--- src/rtl/aes_block_sequencer_pkg.sv ---
// Shared definitions for the AES block sequencer: default geometry,
// default watchdog limit and the sequencer state encoding.
package aes_block_sequencer_pkg;

  localparam int unsigned AES_ADDR_WIDTH     = 8;
  localparam int unsigned AES_TEXT_WIDTH     = 128;
  localparam int unsigned AES_MEMORY_SIZE    = 256;
  localparam int unsigned AES_TIMEOUT_CYCLES = 64;

  typedef enum logic [2:0] {
    S_IDLE    = 3'd0,
    S_FETCH   = 3'd1,
    S_CAPTURE = 3'd2,
    S_LAUNCH  = 3'd3,
    S_WAIT    = 3'd4,
    S_WRITE   = 3'd5,
    S_DONE    = 3'd6,
    S_ERROR   = 3'd7
  } state_t;

endpackage

--- src/rtl/aes_block_sequencer_if.sv ---
// Bus bundle between the sequencer and its neighbours.
//   plaintext read port : pt_addr_o, pt_rd_o -> ; <- pt_rdata_i
//   AES core handshake  : aes_start_o, aes_plaintext_o -> ; <- aes_done_i, aes_cyphertext_i
//   cyphertext write    : pc_o, finish_d_o, cyphertext_d_o ->
// master = sequencer side, slave = memory/core side.
interface aes_block_sequencer_if
  import aes_block_sequencer_pkg::*;
#(
  parameter int unsigned ADDR_WIDTH = AES_ADDR_WIDTH,
  parameter int unsigned TEXT_WIDTH = AES_TEXT_WIDTH
);

  logic [ADDR_WIDTH-1:0] pt_addr_o;
  logic                  pt_rd_o;
  logic [TEXT_WIDTH-1:0] pt_rdata_i;
  logic                  aes_start_o;
  logic [TEXT_WIDTH-1:0] aes_plaintext_o;
  logic                  aes_done_i;
  logic [TEXT_WIDTH-1:0] aes_cyphertext_i;
  logic [ADDR_WIDTH-1:0] pc_o;
  logic                  finish_d_o;
  logic [TEXT_WIDTH-1:0] cyphertext_d_o;

  modport master (
    output pt_addr_o, pt_rd_o,
    input  pt_rdata_i,
    output aes_start_o, aes_plaintext_o,
    input  aes_done_i, aes_cyphertext_i,
    output pc_o, finish_d_o, cyphertext_d_o
  );

  modport slave (
    input  pt_addr_o, pt_rd_o,
    output pt_rdata_i,
    input  aes_start_o, aes_plaintext_o,
    output aes_done_i, aes_cyphertext_i,
    input  pc_o, finish_d_o, cyphertext_d_o
  );

endinterface

--- src/rtl/aes_block_sequencer_watchdog.sv ---
// Per-block watchdog counter.
//   clk_i, rst_n_i : clock, async active-low reset
//   i_clr          : synchronous clear (block launch)
//   i_en           : count enable (waiting on the core)
//   o_timeout_c    : high in the enabled cycle whose increment reaches
//                    TIMEOUT_CYCLES-1
module aes_block_sequencer_watchdog
  import aes_block_sequencer_pkg::*;
#(
  parameter int unsigned TIMEOUT_CYCLES = AES_TIMEOUT_CYCLES
) (
  input  logic clk_i,
  input  logic rst_n_i,
  input  logic i_clr,
  input  logic i_en,
  output logic o_timeout_c
);

  localparam int unsigned CNT_W = $clog2(TIMEOUT_CYCLES) + 1;
  localparam logic [CNT_W-1:0] LP_LAST = CNT_W'(TIMEOUT_CYCLES - 1);

  logic [CNT_W-1:0] r_cnt;
  logic [CNT_W-1:0] w_cnt_inc;

  assign w_cnt_inc   = r_cnt + CNT_W'(1);
  assign o_timeout_c = i_en && (w_cnt_inc == LP_LAST);

  // Saturates at the limit so a stalled enable can never wrap back to zero.
  always_ff @(posedge clk_i or negedge rst_n_i) begin
    if (!rst_n_i) begin
      r_cnt <= '0;
    end else if (i_clr) begin
      r_cnt <= '0;
    end else if (i_en && (w_cnt_inc <= LP_LAST)) begin
      r_cnt <= w_cnt_inc;
    end
  end

endmodule

--- src/rtl/aes_block_sequencer.sv ---
// Walks a plaintext buffer block by block, launches the AES core once per
// block and writes each result into the cyphertext memory.
//   clk_i, rst_n_i : clock, async active-low reset
//   start_i        : run request (honoured in IDLE and ERROR)
//   num_blocks_i   : blocks in the run, clamped to MEMORY_SIZE
//   bus            : plaintext read, AES handshake, cyphertext write
//   busy_o         : FSM not in IDLE
//   done_o         : one-cycle pulse at end of a successful run
//   error_o        : sticky watchdog error
module aes_block_sequencer
  import aes_block_sequencer_pkg::*;
#(
  parameter int unsigned ADDR_WIDTH     = AES_ADDR_WIDTH,
  parameter int unsigned TEXT_WIDTH     = AES_TEXT_WIDTH,
  parameter int unsigned MEMORY_SIZE    = AES_MEMORY_SIZE,
  parameter int unsigned TIMEOUT_CYCLES = AES_TIMEOUT_CYCLES
) (
  input  logic                  clk_i,
  input  logic                  rst_n_i,
  input  logic                  start_i,
  input  logic [ADDR_WIDTH:0]   num_blocks_i,
  aes_block_sequencer_if.master bus,
  output logic                  busy_o,
  output logic                  done_o,
  output logic                  error_o
);

  localparam int unsigned CNT_W = ADDR_WIDTH + 1;
  localparam logic [CNT_W-1:0] LP_MEM_SIZE = CNT_W'(MEMORY_SIZE);

  state_t                r_state;
  logic [ADDR_WIDTH-1:0] r_pc;
  logic [CNT_W-1:0]      r_count;
  logic [ADDR_WIDTH-1:0] r_pt_addr;
  logic                  r_pt_rd;
  logic                  r_aes_start;
  logic [TEXT_WIDTH-1:0] r_aes_pt;
  logic [ADDR_WIDTH-1:0] r_pc_o;
  logic                  r_finish;
  logic [TEXT_WIDTH-1:0] r_ct;
  logic                  r_busy;
  logic                  r_done;
  logic                  r_error;

  logic [CNT_W-1:0]      w_count_clamped;
  logic                  w_last_block;
  logic                  w_wd_clr;
  logic                  w_wd_en;
  logic                  w_timeout;

  assign w_count_clamped = (num_blocks_i > LP_MEM_SIZE) ? LP_MEM_SIZE : num_blocks_i;
  // Compared one bit wider than pc so a full-depth run ends at MEMORY_SIZE-1.
  assign w_last_block    = ({1'b0, r_pc} == (r_count - CNT_W'(1)));
  assign w_wd_clr        = (r_state == S_LAUNCH);
  assign w_wd_en         = (r_state == S_WAIT);

  aes_block_sequencer_watchdog #(
    .TIMEOUT_CYCLES (TIMEOUT_CYCLES)
  ) u_watchdog (
    .clk_i       (clk_i),
    .rst_n_i     (rst_n_i),
    .i_clr       (w_wd_clr),
    .i_en        (w_wd_en),
    .o_timeout_c (w_timeout)
  );

  // Sequencer FSM; every output register is loaded on entry to the state
  // that owns it, so strobes line up with the state they belong to.
  always_ff @(posedge clk_i or negedge rst_n_i) begin
    if (!rst_n_i) begin
      r_state     <= S_IDLE;
      r_pc        <= '0;
      r_count     <= '0;
      r_pt_addr   <= '0;
      r_pt_rd     <= 1'b0;
      r_aes_start <= 1'b0;
      r_aes_pt    <= '0;
      r_pc_o      <= '0;
      r_finish    <= 1'b0;
      r_ct        <= '0;
      r_busy      <= 1'b0;
      r_done      <= 1'b0;
      r_error     <= 1'b0;
    end else begin
      r_pt_rd     <= 1'b0;
      r_aes_start <= 1'b0;
      r_finish    <= 1'b0;
      r_done      <= 1'b0;
      case (r_state)
        S_IDLE, S_ERROR: begin
          if (start_i) begin
            r_error <= 1'b0;
            r_busy  <= 1'b1;
            if (w_count_clamped != '0) begin
              r_count   <= w_count_clamped;
              r_pc      <= '0;
              r_pt_addr <= '0;
              r_pt_rd   <= 1'b1;
              r_state   <= S_FETCH;
            end else begin
              r_done  <= 1'b1;
              r_state <= S_DONE;
            end
          end
        end
        S_FETCH: r_state <= S_CAPTURE;
        S_CAPTURE: begin
          r_aes_pt    <= bus.pt_rdata_i;
          r_aes_start <= 1'b1;
          r_state     <= S_LAUNCH;
        end
        S_LAUNCH: r_state <= S_WAIT;
        S_WAIT: begin
          // A done arriving in the timeout cycle still completes the block.
          if (bus.aes_done_i) begin
            r_ct     <= bus.aes_cyphertext_i;
            r_pc_o   <= r_pc;
            r_finish <= 1'b1;
            r_state  <= S_WRITE;
          end else if (w_timeout) begin
            r_error <= 1'b1;
            r_state <= S_ERROR;
          end
        end
        S_WRITE: begin
          if (w_last_block) begin
            r_done  <= 1'b1;
            r_state <= S_DONE;
          end else begin
            r_pc      <= r_pc + ADDR_WIDTH'(1);
            r_pt_addr <= r_pc + ADDR_WIDTH'(1);
            r_pt_rd   <= 1'b1;
            r_state   <= S_FETCH;
          end
        end
        S_DONE: begin
          r_busy  <= 1'b0;
          r_state <= S_IDLE;
        end
        default: r_state <= S_IDLE;
      endcase
    end
  end

  assign bus.pt_addr_o       = r_pt_addr;
  assign bus.pt_rd_o         = r_pt_rd;
  assign bus.aes_start_o     = r_aes_start;
  assign bus.aes_plaintext_o = r_aes_pt;
  assign bus.pc_o            = r_pc_o;
  assign bus.finish_d_o      = r_finish;
  assign bus.cyphertext_d_o  = r_ct;
  assign busy_o              = r_busy;
  assign done_o              = r_done;
  assign error_o             = r_error;

endmodule

--- src/flat_wrapper.sv ---
// flat-port wrapper written by rule: the top's interface ports become plain ports
module aes_block_sequencer_flat import aes_block_sequencer_pkg::*;
#(
  parameter int unsigned ADDR_WIDTH     = AES_ADDR_WIDTH,
  parameter int unsigned TEXT_WIDTH     = AES_TEXT_WIDTH,
  parameter int unsigned MEMORY_SIZE    = AES_MEMORY_SIZE,
  parameter int unsigned TIMEOUT_CYCLES = AES_TIMEOUT_CYCLES
)
  (clk_i, rst_n_i, start_i, num_blocks_i, busy_o, done_o, error_o, bus_pt_addr_o, bus_pt_rd_o, bus_pt_rdata_i, bus_aes_start_o, bus_aes_plaintext_o, bus_aes_done_i, bus_aes_cyphertext_i, bus_pc_o, bus_finish_d_o, bus_cyphertext_d_o);
  aes_block_sequencer_if #(.ADDR_WIDTH(ADDR_WIDTH), .TEXT_WIDTH(TEXT_WIDTH)) bus_i ();
  input  logic clk_i;
  input  logic rst_n_i;
  input  logic start_i;
  input  logic [ADDR_WIDTH:0] num_blocks_i;
  output logic busy_o;
  output logic done_o;
  output logic error_o;
  output wire logic [$bits(bus_i.pt_addr_o)-1:0] bus_pt_addr_o;
  output wire logic [$bits(bus_i.pt_rd_o)-1:0] bus_pt_rd_o;
  input wire logic [$bits(bus_i.pt_rdata_i)-1:0] bus_pt_rdata_i;
  output wire logic [$bits(bus_i.aes_start_o)-1:0] bus_aes_start_o;
  output wire logic [$bits(bus_i.aes_plaintext_o)-1:0] bus_aes_plaintext_o;
  input wire logic [$bits(bus_i.aes_done_i)-1:0] bus_aes_done_i;
  input wire logic [$bits(bus_i.aes_cyphertext_i)-1:0] bus_aes_cyphertext_i;
  output wire logic [$bits(bus_i.pc_o)-1:0] bus_pc_o;
  output wire logic [$bits(bus_i.finish_d_o)-1:0] bus_finish_d_o;
  output wire logic [$bits(bus_i.cyphertext_d_o)-1:0] bus_cyphertext_d_o;
  assign bus_pt_addr_o = bus_i.pt_addr_o;
  assign bus_pt_rd_o = bus_i.pt_rd_o;
  assign bus_i.pt_rdata_i = bus_pt_rdata_i;
  assign bus_aes_start_o = bus_i.aes_start_o;
  assign bus_aes_plaintext_o = bus_i.aes_plaintext_o;
  assign bus_i.aes_done_i = bus_aes_done_i;
  assign bus_i.aes_cyphertext_i = bus_aes_cyphertext_i;
  assign bus_pc_o = bus_i.pc_o;
  assign bus_finish_d_o = bus_i.finish_d_o;
  assign bus_cyphertext_d_o = bus_i.cyphertext_d_o;
  aes_block_sequencer #(.ADDR_WIDTH(ADDR_WIDTH), .TEXT_WIDTH(TEXT_WIDTH), .MEMORY_SIZE(MEMORY_SIZE), .TIMEOUT_CYCLES(TIMEOUT_CYCLES)) u_core (.clk_i(clk_i), .rst_n_i(rst_n_i), .start_i(start_i), .num_blocks_i(num_blocks_i), .bus(bus_i), .busy_o(busy_o), .done_o(done_o), .error_o(error_o));
endmodule
--- config.mk ---
export PLATFORM = sky130hd
export DESIGN_NAME = aes_block_sequencer_flat
export DESIGN_NICKNAME = d
export VERILOG_FILES = /design/src/rtl/aes_block_sequencer_pkg.sv /design/src/rtl/aes_block_sequencer_if.sv /design/src/rtl/aes_block_sequencer_watchdog.sv /design/src/rtl/aes_block_sequencer.sv /design/src/flat_wrapper.sv
export SDC_FILE = /design/constraint.sdc
export NUM_CORES = 1
export LEC_CHECK = 0
export CAP_MARGIN = 20
export CORE_AREA = 2 2 212 214
export DETAILED_ROUTE_END_ITERATION = 16
export DIE_AREA = 0 0 214 216
export SLEW_MARGIN = 40
export SYNTH_ARGS = -nofsm -noshare
export SYNTH_HDL_FRONTEND = slang
export SYNTH_SLANG_ARGS = --single-unit
--- constraint.sdc ---
create_clock -name clk_i -period 3.6 [get_ports clk_i]
set_input_delay 1.08 -clock clk_i [delete_from_list [all_inputs] [get_ports clk_i]]
set_output_delay 1.08 -clock clk_i [all_outputs]
set_load 0.005 [all_outputs]
== Word level (Yosys, flattened, before mapping) ==
Index checks and enable logic that the tools add are counted.
Cells by class
  add/subtract/negate cells: 3
  $lt $le $gt $ge: 2
  eq/ne operators: 15
  multiplexer cells: 30
  reductions and logical operators: 15
Operators with widths (count)
  2-to-1 mux 8 bit: 3
  one-hot mux 3 bit (7 select lines): 1
  one-hot mux 8 bit (2 select lines): 1
  2-to-1 mux 3 bit: 5
  2-to-1 mux 7 bit: 2
  2-to-1 mux 1 bit: 13
  == test 3 bit (second input constant): 4
  == test 8 x 9 -> 1 bit: 1
  > comparator 9 bit (second input constant): 1
  2-to-1 mux 9 bit: 1
  nonzero test 9 bit: 1
  subtractor 9 x 1 -> 9 bit (second input constant): 1
  adder 8 x 1 -> 8 bit (second input constant): 1
  one-hot mux 1 bit (2 select lines): 4
  AND reduction 4 bit: 2
  nonzero test 2 bit: 4
  adder 7 x 1 -> 7 bit (second input constant): 1
  == test 7 x 6 -> 1 bit (second input constant): 1
  <= comparator 7 x 6 -> 1 bit (second input constant): 1
  == test 3 x 2 -> 1 bit (second input constant): 2
  inequality test 2 bit (second input constant): 3
  AND reduction 2 bit: 3
  inequality test 2 x 1 -> 1 bit (second input constant): 2
  == test 3 x 1 -> 1 bit (second input constant): 1
  other kinds (5): 6
Storage, ports and cells
  bits in registers: 297
  input bits: 269
  output and inout port bits: 278
  logic and storage cells: 78

== Longest topological paths before layout ==
Gate-level depths: netlist of the first run.
  depth in word-level cells: 6
  depth in mapped cells: 10
  depth with buffers taken out: 9

== Modules after synthesis ==
A second synthesis of the first run with hierarchy kept.
Second synthesis, totals
  cells, all modules: 791
  area total of the unflattened synthesis: 11777.5 um2
Modules (own cells, without submodules)
  aes_block_sequencer: times used 1, cells each 736, area each 11275.8 um2, seq. area each 7257.0 um2
  aes_block_sequencer_watchdog: times used 1, cells each 55, area each 501.7 um2, seq. area each 175.2 um2

== Worst setup path before layout of the first run ==
OpenSTA, ideal clock, no wires.
  kind: flip-flop to flip-flop
  start: reg u_core.r_count[0]
  end: reg u_core.r_pt_addr[6], in the netlist u_core.bus.pt_addr_o[6]
  setup time: 0.140 ns
  data arrival time: 2.467 ns
  data required time: 3.460 ns
  setup slack: 0.993 ns
  cell stages (with the launch flop): 11
  buffers on the path: 1
  period minus slack after synthesis: 2.607 ns
  cell sequence: dfrtp_1 inv_1 ha_1 or3b_1 o311ai_0 o311ai_0 and2_1 a31o_2 buf_6 o311ai_0 o41ai_1
Between the ends
  longest elaborated chain between the ends: 4
Ends and longest elaborated chain
  start: declaration: line aes_block_sequencer.sv:33  | logic [CNT_W-1:0] r_count;
  start signal: assignment: line aes_block_sequencer.sv:95  | r_count <= w_count_clamped;
  subtractor 9 x 1 -> 9 bit: line aes_block_sequencer.sv:53  | assign w_last_block = ({1'b0, r_pc} == (r_count - CNT_W'(1)));
  == test 8 x 9 -> 1 bit: line aes_block_sequencer.sv:53
  inequality test 2 bit (no source line)
  AND reduction 4 bit (no source line)
  end signal: assignment: line aes_block_sequencer.sv:131  | r_pt_addr <= r_pc + ADDR_WIDTH'(1);
  end: declaration: line aes_block_sequencer.sv:34  | logic [ADDR_WIDTH-1:0] r_pt_addr;
Every way passes these cells.
A chain may end at the register's enable or synchronous reset.

== Worst setup path in the final report of the first run ==
  start: reg u_core.r_count[0]
  end: reg u_core.r_pt_addr[2], in the netlist u_core.bus.pt_addr_o[2]
The elaborated chain is that of the path after synthesis.

==> qor.yml, run 1 <==
clock_network:
  numCtsBuffers: 37
  cts_tree: "built"
  cts_root_buf: "clkbuf_16"
  post_cts_buffers: 0
  clk_latency_ns: 0.54
  clockBufferDepth: 3
  h-tree-depth: 2
  path_clk_slew_ns: 0.06
  clock_sinks: 297
  cts_hold_buf: 0
  cts_resized: 0
routing:
  ant_nets: 0
  routed_via_density: 4.369
  wire_per_inst_um: 18.85
  drcViolationCount: 0
  wirelength_mm: 37.26
  drt-initial-drc-count: 320
  route.vias.total: 8638
  drtPass1Iterations: 4
timing:
  fin_crit_ns: 2.782
  rsz0062_at_grt: "false"
  slew_viol_final: 0
  tightest_slew_ns: 0.7521
  setup-violations-final: 0
  fmaxAchievable_mhz: 359.5
  finalHoldViolCount: 0
  slew_headroom: 0.4986
  fin_tns_setup_ns: 0
  finClkSkew_ns: 0.01556
  final_min_period_over_clock_period: 0.7726
  timing.final.ws_setup_ns: 0.8185
logic_synthesis:
  synth_top_area_frac: 0.6325
  synth_nets: 1071
  syn_inst: 798
  synth_area_leaders: "dfrtp_1 63%, mux2_2 25%, clkbuf_1 1.2%"
  synth_warnings: 0
  synth.distinct_cells: 44
  yosys_register_bits: 297
  synth-async-reset-ratio: 1.000
  yosysTopAreaCell: "dfrtp_1"
  syn_area_per_cell_sq_um: 14.73
  seq_area_frac_synth: 0.6325
  synth_edf_count: 0
  syn_area_sq_um: 11750
  synthFlopType: "dfrtp_1"
setup_path:
  worstSetupPathType: "flip-flop to flip-flop"
  crit_path_end: "u_core.bus.pt_addr_o[2]$_DFFE_PN0P_"
  worst_r2r_endpoint: "u_core.bus.pt_addr_o[2]$_DFFE_PN0P_"
  required_ns: 4.05
  critPathMaxFanout: 11
  r2r_start: "u_core.r_count[0]$_DFFE_PN0P_"
  cp_data_arrival_time_ns: 3.23
  crit_path_start_kind: "flip-flop"
  regToRegSetupSlack_ns: 0.82
  rr_worst_depth: 9
  cp-startpoint: "u_core.r_count[0]$_DFFE_PN0P_"
  cp-end-kind: "flip-flop"
global_routing:
  grt_max_degree: 88
  grt_pass1_vias: 9575
  grt_pass1_wl_mm: 57.22
  grt_antenna_before_repair: 3
  grt_overflow: 0
  grt_usage: 0.1599
place:
  gp_congestion: 0.8179
  numPortBuffers: 546
  hpwl_mm: 27.89
  dp_slack_ns: 0.6534
hold_path:
  hp-class: "flip-flop to flip-flop"
finish:
  fin_nets: 1633
  area_growth_syn_to_layout_pct: 63.42
  fillers: 4083
  n_antenna_cell: 0
  final_layout_size_suffix_gt1_frac: 0.2498
power:
  cellLeakagePower_nw: 7.837
  totalPowerFinal_mw: 16.19
  ir_worst_vdd_mv: 0.5178
  power_density_nw_per_um2: 842.9
job:
  drv_cap: 0
floorplan:
  die_width_um: 214
  core_sq_um: 43840
  row_count: 77
  ios: 547
  die_area_sq_um: 46220
  die_h_um: 216
  start_util: 0.2681
run_status:
  run_status: "complete, no violations"
[state kept, by name (all words and copies together) (netlist names)]
name and count:
u_core.bus.aes_plaintext_o 128, u_core.busy_o 1, u_core.r_state 3, u_core.r_count 9, u_core.bus.pt_addr_o 8, u_core.bus.cyphertext_d_o 128
u_core.done_o 1, u_core.u_watchdog.r_cnt 7, u_core.bus.pt_rd_o 1, u_core.bus.aes_start_o 1, u_core.bus.pc_o 8, u_core.error_o 1
u_core.bus.finish_d_o 1
[cells by family after synthesis]
family / share of synthesized area
compound gates: 0.03173
flops: 0.6325
simple gates: 0.04568
xor+xnor: 0.01118
fa+ha+maj: 0.004259
buf+inv: 0.01661
mux: 0.2581
[area by class of cell]
| type | count | area (sq um) | area share |
|---|---|---|---|
| sequential | 297 | 7432 | 0.3870 |
| timing repair buffer | 563 | 5708 | 0.2972 |
| multi-input combinational | 451 | 4131 | 0.2151 |
| clock buffer | 56 | 1097 | 0.05714 |
| tap | 592 | 740.7 | 0.03857 |
| clock inverter | 8 | 56.30 | 0.002932 |
| inverter | 10 | 37.54 | 0.001955 |
[cell usage in the layout, fill, tap and decap left out, types with 2 or more instances in the layout]
cell / netlist / layout
clkbuf_8: 0 / 10
or4_1: 2 / 2
xnor2_1: 10 / 10
o31ai_1: 5 / 5
nand3_1: 10 / 10
clkinv_2: 0 / 4
ha_1: 4 / 4
nand2b_1: 12 / 12
mux2_2: 264 / 264
o211ai_1: 3 / 3
nor2b_1: 4 / 4
and4_1: 2 / 2
clkdlybuf4s50_1: 0 / 545
clkbuf_1: 39 / 9
nor3_1: 5 / 5
buf_12: 0 / 9
inv_6: 0 / 2
nor2_1: 21 / 21
inv_1: 10 / 10
nand2_1: 31 / 31
or2_2: 2 / 2
dfrtp_1: 297 / 297
mux2i_1: 6 / 6
clkbuf_16: 0 / 37
buf_4: 0 / 7
a21oi_1: 11 / 11
xor2_1: 5 / 5
o311ai_0: 5 / 5
or3_1: 6 / 6
o21ai_0: 19 / 19
a41oi_1: 2 / 2
nand4_1: 2 / 2
[Yosys cell counts, types with 3 or more instances]
| library cell | instances |
|---|---|
| nor3_1 | 5 |
| nor2_1 | 21 |
| nand2b_1 | 12 |
| nand3_1 | 10 |
| mux2i_1 | 6 |
| dfrtp_1 | 297 |
| o211ai_1 | 3 |
| or3_1 | 6 |
| inv_1 | 10 |
| nor2b_1 | 4 |
| xor2_1 | 5 |
| o311ai_0 | 5 |
| o21ai_0 | 19 |
| a21oi_1 | 11 |
| nand2_1 | 31 |
| clkbuf_1 | 39 |
| mux2_2 | 264 |
| o31ai_1 | 5 |
| ha_1 | 4 |
| xnor2_1 | 10 |
[where the power goes]
group / leakage, nW / internal (mW) / switching (mW)
Combinational: 3.65 / 4.49 / 2.27
Clock: 0.569 / 2.10 / 1.45
Sequential: 3.61 / 4.94 / 0.930
[how the worst min path moves through the flow]
stage / end / from / slack, ns / cells after the start
2_1_floorplan: u_core.error_o$_DFFE_PN0P_ / u_core.error_o$_DFFE_PN0P_ / 0.49 / 2
3_3_place_gp: u_core.bus.aes_plaintext_o[28]$_DFFE_PN0P_ / u_core.bus.aes_plaintext_o[28]$_DFFE_PN0P_ / 0.49 / 1
3_5_place_dp: u_core.bus.cyphertext_d_o[17]$_DFFE_PN0P_ / u_core.bus.cyphertext_d_o[17]$_DFFE_PN0P_ / 0.49 / 1
4_1_cts: u_core.bus.cyphertext_d_o[17]$_DFFE_PN0P_ / u_core.bus.cyphertext_d_o[17]$_DFFE_PN0P_ / 0.51 / 1
5_1_grt: u_core.bus.aes_plaintext_o[87]$_DFFE_PN0P_ / u_core.bus.aes_plaintext_o[87]$_DFFE_PN0P_ / 0.52 / 1
6_report: u_core.bus.cyphertext_d_o[68]$_DFFE_PN0P_ / u_core.bus.cyphertext_d_o[68]$_DFFE_PN0P_ / 0.50 / 1
[through the flow]
| step | area, sq um | instances | hold slack, ns | utilization |
|---|---|---|---|---|
| final | 19200 | 1977 | 0.5032 | 0.4381 |
| after global routing | 19200 | 1977 | 0.5155 | 0.4381 |
| after CTS | 19200 | 1976 | 0.5058 | 0.4380 |
| after detailed placement | 18040 | 1912 | 0.4938 | 0.4116 |
| after global placement | 18040 | 1912 | 0.4884 | 0.4116 |
| after floorplan | 11750 | 798 | 0.4859 | - |
[critical path, stage by stage (launching register included)]
cell,delay [ns]
dfrtp_1,0.43
inv_1,0.08
ha_1,0.20
or3b_1,0.43
o311ai_0,0.28
o311ai_0,0.21
and2_1,0.19
a31o_2,0.32
or3_2,0.42
a21boi_1,0.14
[per-layer routing]
metal / vias to the layer above / global-route usage / wire length [um]
met1: 4268 / 0.1785 / 14110
met4: 6 / 0.06643 / 1303
met5: - / 0 / 32
met2: 305 / 0.2788 / 19030
met3: 86 / 0.05398 / 2776
li1: 3973 / - / -
(Power assumes the default switching activity.)
==> run 2, diff against run 1 <==
- clock period: 3.6 -> 2.85 ns (I/O delays scaled with it)
==> qor.yml, run 2 (same netlist as run 1, synthesis figures left out) <==
run_status:
  run_status: "complete, no violations"
clock_network:
  cts_tree: "built"
  cts_root_buf: "clkbuf_16"
  clk_latency_ns: 0.54  # about the same
  numCtsBuffers: 37  # unchanged
  post_cts_buffers: 0  # unchanged
  h-tree-depth: 2  # unchanged
  clock_sinks: 297  # unchanged
  clockBufferDepth: 3  # unchanged
  path_clk_slew_ns: 0.06  # about the same
  cts_hold_buf: 0  # unchanged
global_routing:
  grt_usage: 0.1573  # -0.002586
  grt_pass1_vias: 9211  # -3.8%
  grt_pass1_wl_mm: 56.15  # -1.9%
  grt_antenna_before_repair: 0  # -3
  grt_overflow: 0  # unchanged
  grt_max_degree: 69  # -22%
power:
  ir_worst_vdd_mv: 0.6616  # +28%
  power_density_nw_per_um2: 1066  # +26%
  cellLeakagePower_nw: 7.873  # +0.45%
setup_path:
  r2r_start: "u_core.r_count[1]$_DFFE_PN0P_"
  rr_worst_depth: 9  # unchanged
  critPathMaxFanout: 11  # unchanged
  cp-startpoint: "u_core.r_count[1]$_DFFE_PN0P_"
  worstSetupPathType: "flip-flop to flip-flop"
  crit_chain: "inv_1 -> ha_1 -> or3b_4 -> o311ai_1 -> o311ai_1 -> and2_1 -> a31o_2 -> or3_2 -> a21boi_1"
  crit_path_start_kind: "flip-flop"
  required_ns: 3.31  # -0.74 ns
  cp_data_arrival_time_ns: 3.14  # -0.09 ns
  crit_path_end: "u_core.bus.pt_addr_o[2]$_DFFE_PN0P_"
  cp_slowest_cell: "or3b_4"
  critical_path_depth: 9  # unchanged
  cp-end-kind: "flip-flop"
  critPathTopFamily: "simple AND/OR/NAND/NOR gates"
  crit_buf_inv: 1  # unchanged
  worst_r2r_endpoint: "u_core.bus.pt_addr_o[2]$_DFFE_PN0P_"
  critical-path-max-stage-delay_ns: 0.43  # about the same
  regToRegSetupSlack_ns: 0.18  # -0.64 ns
  timing.critical_path.mode_cell: "o311ai_1"
floorplan:
  die_h_um: 216  # unchanged
  core_sq_um: 43840  # unchanged
  ios: 547  # unchanged
  row_count: 77  # unchanged
  die_width_um: 214  # unchanged
  die_area_sq_um: 46220  # unchanged
  start_util: 0.2681  # unchanged
finish:
  seq_area_sq_um: 7432  # unchanged
  fin_nets: 1641  # +0.49%
  multi_input_comb_area_sq_um: 4134  # about the same
  layout_common_cells: "545 x clkdlybuf4s50_1, 297 x dfrtp_1, 264 x mux2_2"
  final_layout_size_suffix_gt1_frac: 0.2520  # +0.002160
  fillers: 4088  # +0.12%
  area_growth_syn_to_layout_pct: 63.99
  n_antenna_cell: 0  # unchanged
  layout_commonest_cell: "clkdlybuf4s50_1"
routing:
  ant_nets: 0  # unchanged
  drt-initial-drc-count: 304  # -5.0%
  drcViolationCount: 0  # unchanged
  routed_via_density: 4.350  # -0.43%
  wirelength_mm: 36.63  # -1.7%
  route.vias.total: 8618  # -0.23%
  drtPass1Iterations: 4  # unchanged
  wire_per_inst_um: 18.49  # -1.9%
timing:
  tightest_slew_ns: 0.5718  # -0.1803 ns
  timing.final.ws_setup_ns: 0.1791  # -0.6394 ns
  setup-violations-final: 0  # unchanged
  finClkSkew_ns: 0.01872  # +0.003157 ns
  final_min_period_over_clock_period: 0.9371  # +0.1645
  fmaxAchievable_mhz: 374.4  # +4.1%
  fin_crit_ns: 2.671  # -0.1106 ns
  finalHoldViolCount: 0  # unchanged
  rsz0062_at_grt: "false"
  fin_tns_setup_ns: 0  # unchanged
  slew_viol_final: 0  # unchanged
  slew_headroom: 0.6188  # +0.1202
job:
  drv_cap: 0  # unchanged
place:
  gp_congestion: 0.7989  # -2.3%
  numPortBuffers: 546  # unchanged
  hpwl_mm: 27.67  # -0.79%
  dp_slack_ns: 0.06012  # -0.5933 ns
hold_path:
  hp-class: "input port to asynchronous set/reset pin"
## run 2: cell count changes in the layout (fill, tap and decap cells not counted), sizes merged
cell / before / now
buf: 18 / 26
clkbuf: 56 / 55
inv: 13 / 11
clkinv: 4 / 2
bufinv: 0 / 1
## run 2: area by class of cell
type	count	share of cell area
clock buffer	55	0.05688
clock inverter	5	0.003116
inverter	10	0.001948
multi-input combinational	451	0.2145
sequential	297	0.3857
tap	592	0.03844
timing repair buffer	571	0.2994
## run 2: per-stage QoR
stage	instances	instance area [sq um]	util	total power [mW]	hold WS (ns)
2_1_floorplan	798	11750	-	10.69	0.4859
3_3_place_gp	1921	18110	0.4132	16.07	0.4887
3_5_place_dp	1921	18110	0.4132	16.18	0.4943
4_1_cts	1981	19270	0.4396	20.89	0.2856
5_1_grt	1981	19270	0.4396	21.77	0.3184
6_report	1981	19270	0.4396	20.53	0.2978
## run 2: worst min path at each step
stage / startpoint / endpoint / depth (start not counted)
after floorplan: u_core.error_o$_DFFE_PN0P_ / u_core.error_o$_DFFE_PN0P_ / 2
after global placement: u_core.bus.cyphertext_d_o[78]$_DFFE_PN0P_ / u_core.bus.cyphertext_d_o[78]$_DFFE_PN0P_ / 1
after detailed placement: u_core.bus.cyphertext_d_o[72]$_DFFE_PN0P_ / u_core.bus.cyphertext_d_o[72]$_DFFE_PN0P_ / 1
after CTS: rst_n_i / u_core.bus.aes_plaintext_o[116]$_DFFE_PN0P_ / 1
after global routing: rst_n_i / u_core.bus.aes_plaintext_o[118]$_DFFE_PN0P_ / 1
final: rst_n_i / u_core.bus.aes_plaintext_o[116]$_DFFE_PN0P_ / 1
## run 2: timing repair
| action | 4_1_cts | 5_1_grt |
|---|---|---|
| gates resized for setup | 0 | 4 |
| endpoints found under the setup margin | 0 | 4 |
| hold endpoints to repair | 0 | 0 |
## run 2: worst reg2reg max path: cells and delay by family (launching register included)
family / cells / cell delay, ns
AND/OR/NAND/NOR: 3 / 1.03
AO/OA/AOI/OAI: 4 / 0.87
flip-flops: 1 / 0.42
adder cells (fa/ha/maj): 1 / 0.21
buffers and inverters: 1 / 0.07
## run 2: layer usage
layer | vias to the layer above | global-route usage | part of all wire
li1 | 3975 | - | -
met1 | 4302 | 0.1773 | 0.38
met2 | 289 | 0.2749 | 0.52
met3 | 52 | 0.05736 | 0.083
met4 | 0 | 0.05268 | 0.022
met5 | - | 0 | 0
## run 2: power by group
part           leakage, nW  switching [mW]  total, mW  internal, mW
registers             3.61            1.18       7.42          6.24
logic                 3.70            2.86       8.59          5.73
clock network        0.562            1.80       4.53          2.73
==> run 3, diff against run 2 <==
- CORE_AREA: 2 2 212 214 -> 2 2 213 215
- CTS_BUF_LIST: not set -> sky130_fd_sc_hd__clkbuf_4 sky130_fd_sc_hd__clkbuf_8
- DIE_AREA: 0 0 214 216 -> 0 0 215 217
- clock period: 2.85 -> 2.5 ns (I/O delays scaled with it)
==> qor.yml, run 3 (same netlist as run 1, synthesis figures left out) <==
timing:
  slew_headroom: 0.5764  # -0.04245
  timing.hold.ws_ns: 0.09951  # -0.1983 ns
  fin_tns_setup_ns: 0  # unchanged
  final_min_period_over_clock_period: 0.9992  # +0.06209
  fin_crit_ns: 2.498  # -0.1728 ns
  finClkSkew_ns: 0.03313  # +0.01441 ns
  slew_viol_final: 0  # unchanged
  rsz0062_at_grt: "true"
  fmaxAchievable_mhz: 400.3  # +6.9%
  timing.final.ws_setup_ns: 0.001895  # -0.1772 ns
  setup-violations-final: 0  # unchanged
  finalHoldViolCount: 0  # unchanged
  tightest_slew_ns: 0.6309  # +0.05915 ns
power:
  totalPowerFinal_mw: 23.45  # +14%
  seqPwrFrac: 0.359  # -0.002
  power_density_nw_per_um2: 1196  # +12%
  p_int_mw: 16.60  # +13%
  sw_frac_of_total: 0.2923  # +0.008093
  clkPwrFrac: 0.203  # -0.018
  p_sw_mw: 6.856  # +17%
  p_comb_frac: 0.438  # +0.020
  cellLeakagePower_nw: 8.103  # +2.9%
  ir_worst_vdd_mv: 0.6562  # -0.82%
global_routing:
  grt_overflow: 0  # unchanged
  grt_usage: 0.1586  # +0.001341
  grt_max_degree: 60  # -13%
  grt_antenna_before_repair: 0  # unchanged
  grt_pass1_vias: 9717  # +5.5%
  grt_pass1_wl_mm: 57.13  # +1.7%
place:
  hpwl_mm: 28.59  # +3.3%
  dp_slack_ns: -0.06518  # -0.1253 ns
  gp_congestion: 0.8147  # +2.0%
  numPortBuffers: 546  # unchanged
clock_network:
  path_clk_slew_ns: 0.06  # about the same
  clk_latency_ns: 0.62  # +0.08 ns
  cts_hold_buf: 0  # unchanged
  clock_sinks: 297  # unchanged
  cts_tree: "built"
  cts_root_buf: "clkbuf_8"
  numCtsBuffers: 55  # +49%
  clockBufferDepth: 3  # unchanged
  h-tree-depth: 2  # unchanged
finish:
  final_layout_size_suffix_gt1_frac: 0.3025  # +0.05051
  fin_nets: 1681  # +2.4%
  layout_common_cells: "544 x clkdlybuf4s50_1, 294 x dfrtp_1, 264 x mux2_2"
  fillers: 4237  # +3.6%
  n_antenna_cell: 0  # unchanged
  layout_commonest_cell: "clkdlybuf4s50_1"
  utilization: 0.4389  # -0.0007250
  area_growth_syn_to_layout_pct: 66.94
run_status:
  run_status: "complete, no violations"
floorplan:
  core_sq_um: 44700  # +2.0%
  ios: 547  # unchanged
  die_h_um: 217  # +0.46%
  die_width_um: 215  # +0.47%
  row_count: 78  # +1.3%
  start_util: 0.2629  # -0.005170
  die_area_sq_um: 46660  # +0.93%
job:
  drv_cap: 0  # unchanged
routing:
  drcViolationCount: 0  # unchanged
  drtPass1Iterations: 4  # unchanged
  drt-initial-drc-count: 276  # -9.2%
  wire_per_inst_um: 18.45  # -0.23%
  route.vias.total: 8822  # +2.4%
  wirelength_mm: 37.78  # +3.1%
  ant_nets: 0  # unchanged
  routed_via_density: 4.308  # -0.98%
setup_path:
  worstSetupPathType: "flip-flop to flip-flop"
  cp_data_arrival_time_ns: 3.00  # -0.14 ns
  cp-end-kind: "flip-flop"
  required_ns: 3.00  # -0.31 ns
  crit_path_start_kind: "flip-flop"
  critPathMaxFanout: 8  # -3
  rr_worst_depth: 9  # unchanged
hold_path:
  hp-class: "input port to asynchronous set/reset pin"
[run 3: changes by cell type in the layout (fill, tap and decap cells not counted), moves of 5 or more]
cell / change
clkbuf_16: -39
clkinv_2: +5
buf_4: +18
clkbuf_1: -10
clkbuf_4: +21
clkbuf_8: +61
[run 3: worst paths after layout]
path / from / endpoint / slack [ns]
setup / recovery: u_core.r_count[0]$_DFFE_PN0P_ / u_core.bus.pt_addr_o[6]$_DFFE_PN0P_ / 0.002
hold / removal: rst_n_i / u_core.bus.cyphertext_d_o[90]$_DFFE_PN0P_ / 0.1
setup reg to reg: u_core.r_count[0]$_DFFE_PN0P_ / u_core.bus.pt_addr_o[6]$_DFFE_PN0P_ / 0.002
hold reg to reg: u_core.bus.cyphertext_d_o[97]$_DFFE_PN0P_ / u_core.bus.cyphertext_d_o[97]$_DFFE_PN0P_ / 0.50
max in group asynchronous: rst_n_i / u_core.bus.aes_plaintext_o[126]$_DFFE_PN0P_ / 1.68
min in group clk_i: u_core.bus.cyphertext_d_o[97]$_DFFE_PN0P_ / u_core.bus.cyphertext_d_o[97]$_DFFE_PN0P_ / 0.50
[run 3: metrics by stage]
step	std cells	instance area [sq um]
finish	2048	19620
global route	2048	19620
CTS	2042	19440
detailed placement	1945	18290
global placement	1945	18290
floorplan	798	11760
[run 3: what timing repair did]
| action | in CTS | in global routing |
|---|---|---|
| gates resized for setup | 5 | 27 |
| pin swaps | 0 | 9 |
| setup endpoints to repair | 8 | 19 |
| setup buffers | 0 | 6 |
[run 3: cell type report]
| cell class | count | area (sq um) | share of cell area |
|---|---|---|---|
| sequential | 297 | 7436 | 0.3790 |
| timing repair buffer | 593 | 5979 | 0.3048 |
| multi-input combinational | 451 | 4280 | 0.2182 |
| clock buffer | 88 | 1080 | 0.05504 |
| tap | 600 | 750.7 | 0.03827 |
| clock inverter | 9 | 53.80 | 0.002743 |
| inverter | 10 | 37.54 | 0.001913 |
[run 3: critical path, cell delays in order (launching register included)]
cell and delay, ns:
dfrtp_1 0.41, inv_1 0.08, ha_2 0.17, or3b_4 0.40
o311ai_4 0.27, o311ai_2 0.16, and2_4 0.19, a31o_4 0.26
buf_4 0.15, o41ai_4 0.31
[run 3: per-layer routing]
layer	up-vias	routed length, um	GRT usage
li1	4056	-	-
met1	4382	14330	0.1778
met2	312	19030	0.2716
met3	72	3223	0.05870
met4	0	1201	0.06782
met5	-	0	0
[run 3: power groups by stage]
| stage | Clock (mW) | Sequential [mW] | Combinational, mW |
|---|---|---|---|
| floorplan | 0 | 8.51 | 3.70 |
| global placement | 0 | 8.38 | 10.1 |
| detailed placement | 0 | 8.46 | 10.2 |
| CTS | 4.98 | 8.43 | 10.2 |
| global route | 5.17 | 8.73 | 11.0 |
| finish | 4.77 | 8.41 | 10.3 |
==> RTL change 1: new RTL, flow settings as in run 1 <==
Encoding of `state_t`: now one-hot (8 bits for 8 states).
--- a/src/rtl/aes_block_sequencer_pkg.sv
+++ b/src/rtl/aes_block_sequencer_pkg.sv
@@ -7,15 +7,15 @@
   localparam int unsigned AES_MEMORY_SIZE    = 256;
   localparam int unsigned AES_TIMEOUT_CYCLES = 64;
 
-  typedef enum logic [2:0] {
-    S_IDLE    = 3'd0,
-    S_FETCH   = 3'd1,
-    S_CAPTURE = 3'd2,
-    S_LAUNCH  = 3'd3,
-    S_WAIT    = 3'd4,
-    S_WRITE   = 3'd5,
-    S_DONE    = 3'd6,
-    S_ERROR   = 3'd7
+  typedef enum logic [7:0] {
+    S_IDLE    = 8'b00000001,
+    S_FETCH   = 8'b00000010,
+    S_CAPTURE = 8'b00000100,
+    S_LAUNCH  = 8'b00001000,
+    S_WAIT    = 8'b00010000,
+    S_WRITE   = 8'b00100000,
+    S_DONE    = 8'b01000000,
+    S_ERROR   = 8'b10000000
   } state_t;
 
 endpackage
Function: same outputs for any inputs over 4 cycles, from zero or initial values and one cycle with rst_n_i low; so few cycles prove little.
==> RTL change 1 against run 1 <==
- synthesized area grew 1.8%
- routed wire length grew 5.7%
- power down 18%
- design area is 0.69% higher
- critical path depth down 8
- worst setup slack lost 70 ps
- sequential cell count up 5
- non-clock buffer count decreased by 1
- final cell count increased by 14%
- sequential power is 11% lower
- critical endpoint is now bus_pt_addr_o[0]
- largest cell class unchanged
- largest power group is now sequential cells
==> RTL change 1: results (changes against run 1) <==
clock_network:
  cts_resized: 0  # unchanged
  cts_htree_levels: 2  # unchanged
  insertion_delay_ps: 530
  path_clk_slew_ps: 60  # about the same
  cts_buffers: 36  # was 37
  root_buffer: "clkbuf_16"  # unchanged
  post_cts_buffers: 0  # unchanged
  clockBufferDepth: 3  # unchanged
power_and_ir_drop:
  leakagePower_nw: 8.79  # was 7.84 nW
  ir_drop_uv: 321  # was 518 uV
  switching_share: 0.274  # was 0.288
timing:
  max_slew_margin: 0.453  # was 0.499
  fin_skew_ps: 16.7  # was 15.6 ps
  finalHoldViolCount: 0  # unchanged
routing:
  wl_per_cell_um: 17.5  # was 18.8 um
  vias: 9801  # was 8638
  first_pass_iters: 4  # unchanged
  drtIter0Drc: 482  # was 320
global_routing:
  grt_pass1_vias: 10222  # was 9575
  grt_usage: 0.168  # was 0.160
  grt_pass1_wl_um: 60900  # was 57200 um
  grt_max_degree: 139  # was 88
  antenna_found_initial: 7  # was 3
yosys:
  ys_types: 51  # was 44
  yosys_warnings: 0  # unchanged
  async_flop_share: 1.00  # unchanged
  ys_top_cells_by_area: "dfrtp_1, nand2_1, mux2_2"  # was dfrtp_1, mux2_2, clkbuf_1
  ys_seq_area_frac: 0.632  # about the same
  synth_fp_nets: 1357  # was 1071
  synth_top_flop_cell: "dfrtp_1"  # unchanged
  synth_common_cells: "nand2_1, dfrtp_1, mux2_2"  # was dfrtp_1, mux2_2, clkbuf_1
finish:
  drive_gt1_frac: 0.127  # was 0.250
  final_nets: 1905  # was 1633
critical_path:
  arrival_ps: 1770  # was 3230 ps
  critPathSlowestCell: "dfrtp_1"  # unchanged
  critPathMaxStageDelay_ps: 640  # was 430 ps
  crit_family: "flip-flops"  # was simple AND/OR/NAND/NOR gates
  cp_max_fo: 9  # was 11
placed_design:
  port_buffers: 546  # unchanged
  gp_congestion: 0.825  # was 0.818
  dp_hpwl_um: 29000  # was 27900 um
hold_path:
  hold_class: "flip-flop to flip-flop"  # unchanged
status:
  status: "completed"  # unchanged
-- RTL change 1: logic make-up after synthesis --
kind of cell,share of synthesized area
buf+inv,0.0219
simple gates,0.183
fa+ha+maj,0.00418
mux,0.124
flops,0.632
compound gates,0.0267
xor+xnor,0.00806
-- RTL change 1: final timing paths --
kind                            cells past startpoint                                    endpoint                                 startpoint  slack, ps
worst max-delay path                                1                            bus_pt_addr_o[0]        u_core.bus.pt_addr_o[0]$_DFFE_PN0P_        750
max in group asynchronous                           2  u_core.bus.aes_plaintext_o[54]$_DFFE_PN0P_                                    rst_n_i       2210
worst min register to register                      2   u_core.bus.cyphertext_d_o[55]$_DFFE_PN0P_  u_core.bus.cyphertext_d_o[55]$_DFFE_PN0P_        470
worst max register to register                      6         u_core.bus.pt_addr_o[0]$_DFFE_PN0P_              u_core.r_count[2]$_DFFE_PN0P_        940
worst min-delay path                                2   u_core.bus.cyphertext_d_o[55]$_DFFE_PN0P_  u_core.bus.cyphertext_d_o[55]$_DFFE_PN0P_        470
min in group asynchronous                           1   u_core.bus.cyphertext_d_o[80]$_DFFE_PN0P_                                    rst_n_i        530
-- RTL change 1: metrics by stage --
| step | cells | cell area (sq um) | hold slack (ps) | setup slack, ps | total power [W] |
|---|---|---|---|---|---|
| 2_1_floorplan | 1084 | 12000 | 442 | 1310 | 0.00671 |
| 3_3_place_gp | 2186 | 18200 | 457 | 685 | 0.00977 |
| 3_5_place_dp | 2186 | 18200 | 461 | 696 | 0.00986 |
| 4_1_cts | 2245 | 19300 | 469 | 750 | 0.0135 |
| 5_1_grt | 2247 | 19300 | 494 | 676 | 0.0141 |
| 6_report | 2247 | 19300 | 471 | 748 | 0.0133 |
-- RTL change 1: layout make-up --
class | count | area (sq um)
fillers | 4163 | 24500
flip-flops and latches | 302 | 7560
repair buffers | 562 | 5690
multi-input cells | 720 | 4160
clock buffers | 52 | 1050
well taps | 592 | 741
clock inverters | 7 | 87.6
inverters | 10 | 40.0
diodes | 2 | 5.00
-- RTL change 1: per-layer routing --
metal	vias to the layer above	GRT usage	routed length (um)
met5	-	0	0
met4	0	0.0471	778
met3	56	0.0575	3380
met2	405	0.290	19300
met1	4688	0.199	15900
li1	4652	-	-
-- RTL change 1: power by group through the flow --
stage	registers, W	logic [W]	clock network, W
after detailed placement	0.00526	0.00460	0
after global placement	0.00522	0.00455	0
after floorplan	0.00526	0.00144	0
after global routing	0.00536	0.00489	0.00381
final	0.00522	0.00453	0.00354
after CTS	0.00523	0.00461	0.00367
==> RTL change 2: new RTL, config.mk and constraints of run 1 <==
Without the edit above. Set the package constant `AES_ADDR_WIDTH` to 10 (it was 8).
--- a/src/rtl/aes_block_sequencer_pkg.sv
+++ b/src/rtl/aes_block_sequencer_pkg.sv
@@ -2,7 +2,7 @@
 // default watchdog limit and the sequencer state encoding.
 package aes_block_sequencer_pkg;
 
-  localparam int unsigned AES_ADDR_WIDTH     = 8;
+  localparam int unsigned AES_ADDR_WIDTH     = 10;
   localparam int unsigned AES_TEXT_WIDTH     = 128;
   localparam int unsigned AES_MEMORY_SIZE    = 256;
   localparam int unsigned AES_TIMEOUT_CYCLES = 64;
Interface: changed (resized bus_pc_o, bus_pt_addr_o and num_blocks_i); port bits go from 547 to 553. No check against the original RTL was run, so the function may have changed too.
==> RTL change 2 against run 1 <==
- critical path depth fell by 1
- routed wire length rose by 5.4%
- sequential power rose by 1%
- sequential cell count rose by 6
- synthesized area rose by 3.4%
- design area rose by 2.6%
- power rose by 2.6%
- worst setup slack got worse by 220 ps
- combinational power rose by 5.2%
- first-iteration DRC count rose by 40%
- core utilization rose by 1.1 points
- hold slack got worse by 8.5 ps
- final cell count rose by 2.7%
- clock power barely moved
- critical endpoint is now u_core.bus.pt_addr_o[0]$_DFFE_PN0P_
- highest routed layer is now met4
==> RTL change 2: results (changes against run 1) <==
critical_path:
  cp_max_fo: 14  # was 11
  critPathMaxStageDelay_ps: 680  # was 430 ps
  worst_r2r_path_depth: 8  # was 9
  r2r_slack_ps: 600  # was 820 ps
  endpoint: "u_core.bus.pt_addr_o[0]$_DFFE_PN0P_"  # was u_core.bus.pt_addr_o[2]$_DFFE_PN0P_
  critPathSlowestCell: "nor4_4"  # was dfrtp_1
  arrival_ps: 3450  # was 3230 ps
power_and_ir_drop:
  ir_drop_uv: 502  # was 518 uV
  leakagePower_nw: 8.10  # was 7.84 nW
  p_int_w: 0.0118  # was 0.0115 W
global_routing:
  grt_pass1_wl_um: 60300  # was 57200 um
  antenna_found_initial: 0  # was 3
  grt_max_degree: 76  # was 88
  grt_usage: 0.168  # was 0.160
  grt_pass1_vias: 9932  # was 9575
hold_path:
  hold_class: "flip-flop to flip-flop"  # unchanged
  min_to: "u_core.error_o$_DFFE_PN0P_"  # was u_core.bus.cyphertext_d_o[68]$_DFFE_PN0P_
yosys:
  ys_seq_area_frac: 0.624  # was 0.632
  avgSynthCellArea_sq_um: 14.4  # was 14.7 sq um
  ys_top_cells_by_area: "dfrtp_1, mux2_2, clkbuf_1"  # unchanged
  synth_common_cells: "dfrtp_1, mux2_2, clkbuf_1"  # unchanged
  synth_fp_nets: 1117  # was 1071
timing:
  worstMarginPinSlew_ps: 754  # was 752 ps
  fin_skew_ps: 14.6  # was 15.6 ps
finish:
  drive_gt1_frac: 0.251  # was 0.250
  final_nets: 1688  # was 1633
status:
  status: "completed"  # unchanged
routing:
  first_pass_iters: 5  # was 4
  wl_per_cell_um: 19.3  # was 18.8 um
  drtIter0Drc: 447  # was 320
  vias_per_cell: 4.46  # was 4.37
placed_design:
  gp_congestion: 0.878  # was 0.818
  dp.cells: 1966  # was 1912
  port_buffers: 552  # was 546
## RTL change 2: metrics by stage
stage	worst slack [ps]	total power [W]	hold slack [ps]	area, sq um
after global placement	698	0.0131	483	18600
after CTS	600	0.0169	506	19700
final	599	0.0166	495	19700
after global routing	397	0.0176	510	19700
after floorplan	1010	0.00870	487	12200
after detailed placement	618	0.0132	491	18600
## RTL change 2: cells by family after synthesis
family                     count (synthesis)  share of synthesized area
DFF                                      303                      0.624
xor gates and xnor gates                  13                    0.00937
and+or+nand+nor                          116                     0.0507
AOI/OAI and AO/OA                         70                     0.0378
muxes                                    275                      0.254
adders and majority gates                  4                    0.00412
buffers and inverters                     61                     0.0203
## RTL change 2: final cells by class
cell class	count	area, sq um
Fill cell	3999	24100
Sequential cell	303	7580
Timing Repair Buffer	578	5840
Multi-Input combinational cell	478	4340
Clock buffer	52	1050
Tap cell	592	741
Clock inverter	13	100
Inverter	15	56.3
## RTL change 2: power groups by stage
stage	combinational (W)	sequential [W]	clock [W]
final	0.00711	0.00594	0.00356
after global routing	0.00762	0.00616	0.00384
after CTS	0.00725	0.00595	0.00369
after detailed placement	0.00721	0.00597	0
after global placement	0.00717	0.00591	0
after floorplan	0.00275	0.00594	0
## RTL change 2: metal layers
layer	GRT usage	wire length, um
met1	0.188	14700
met2	0.294	20000
met3	0.0609	3460
met4	0.0622	1070
met5	0	0
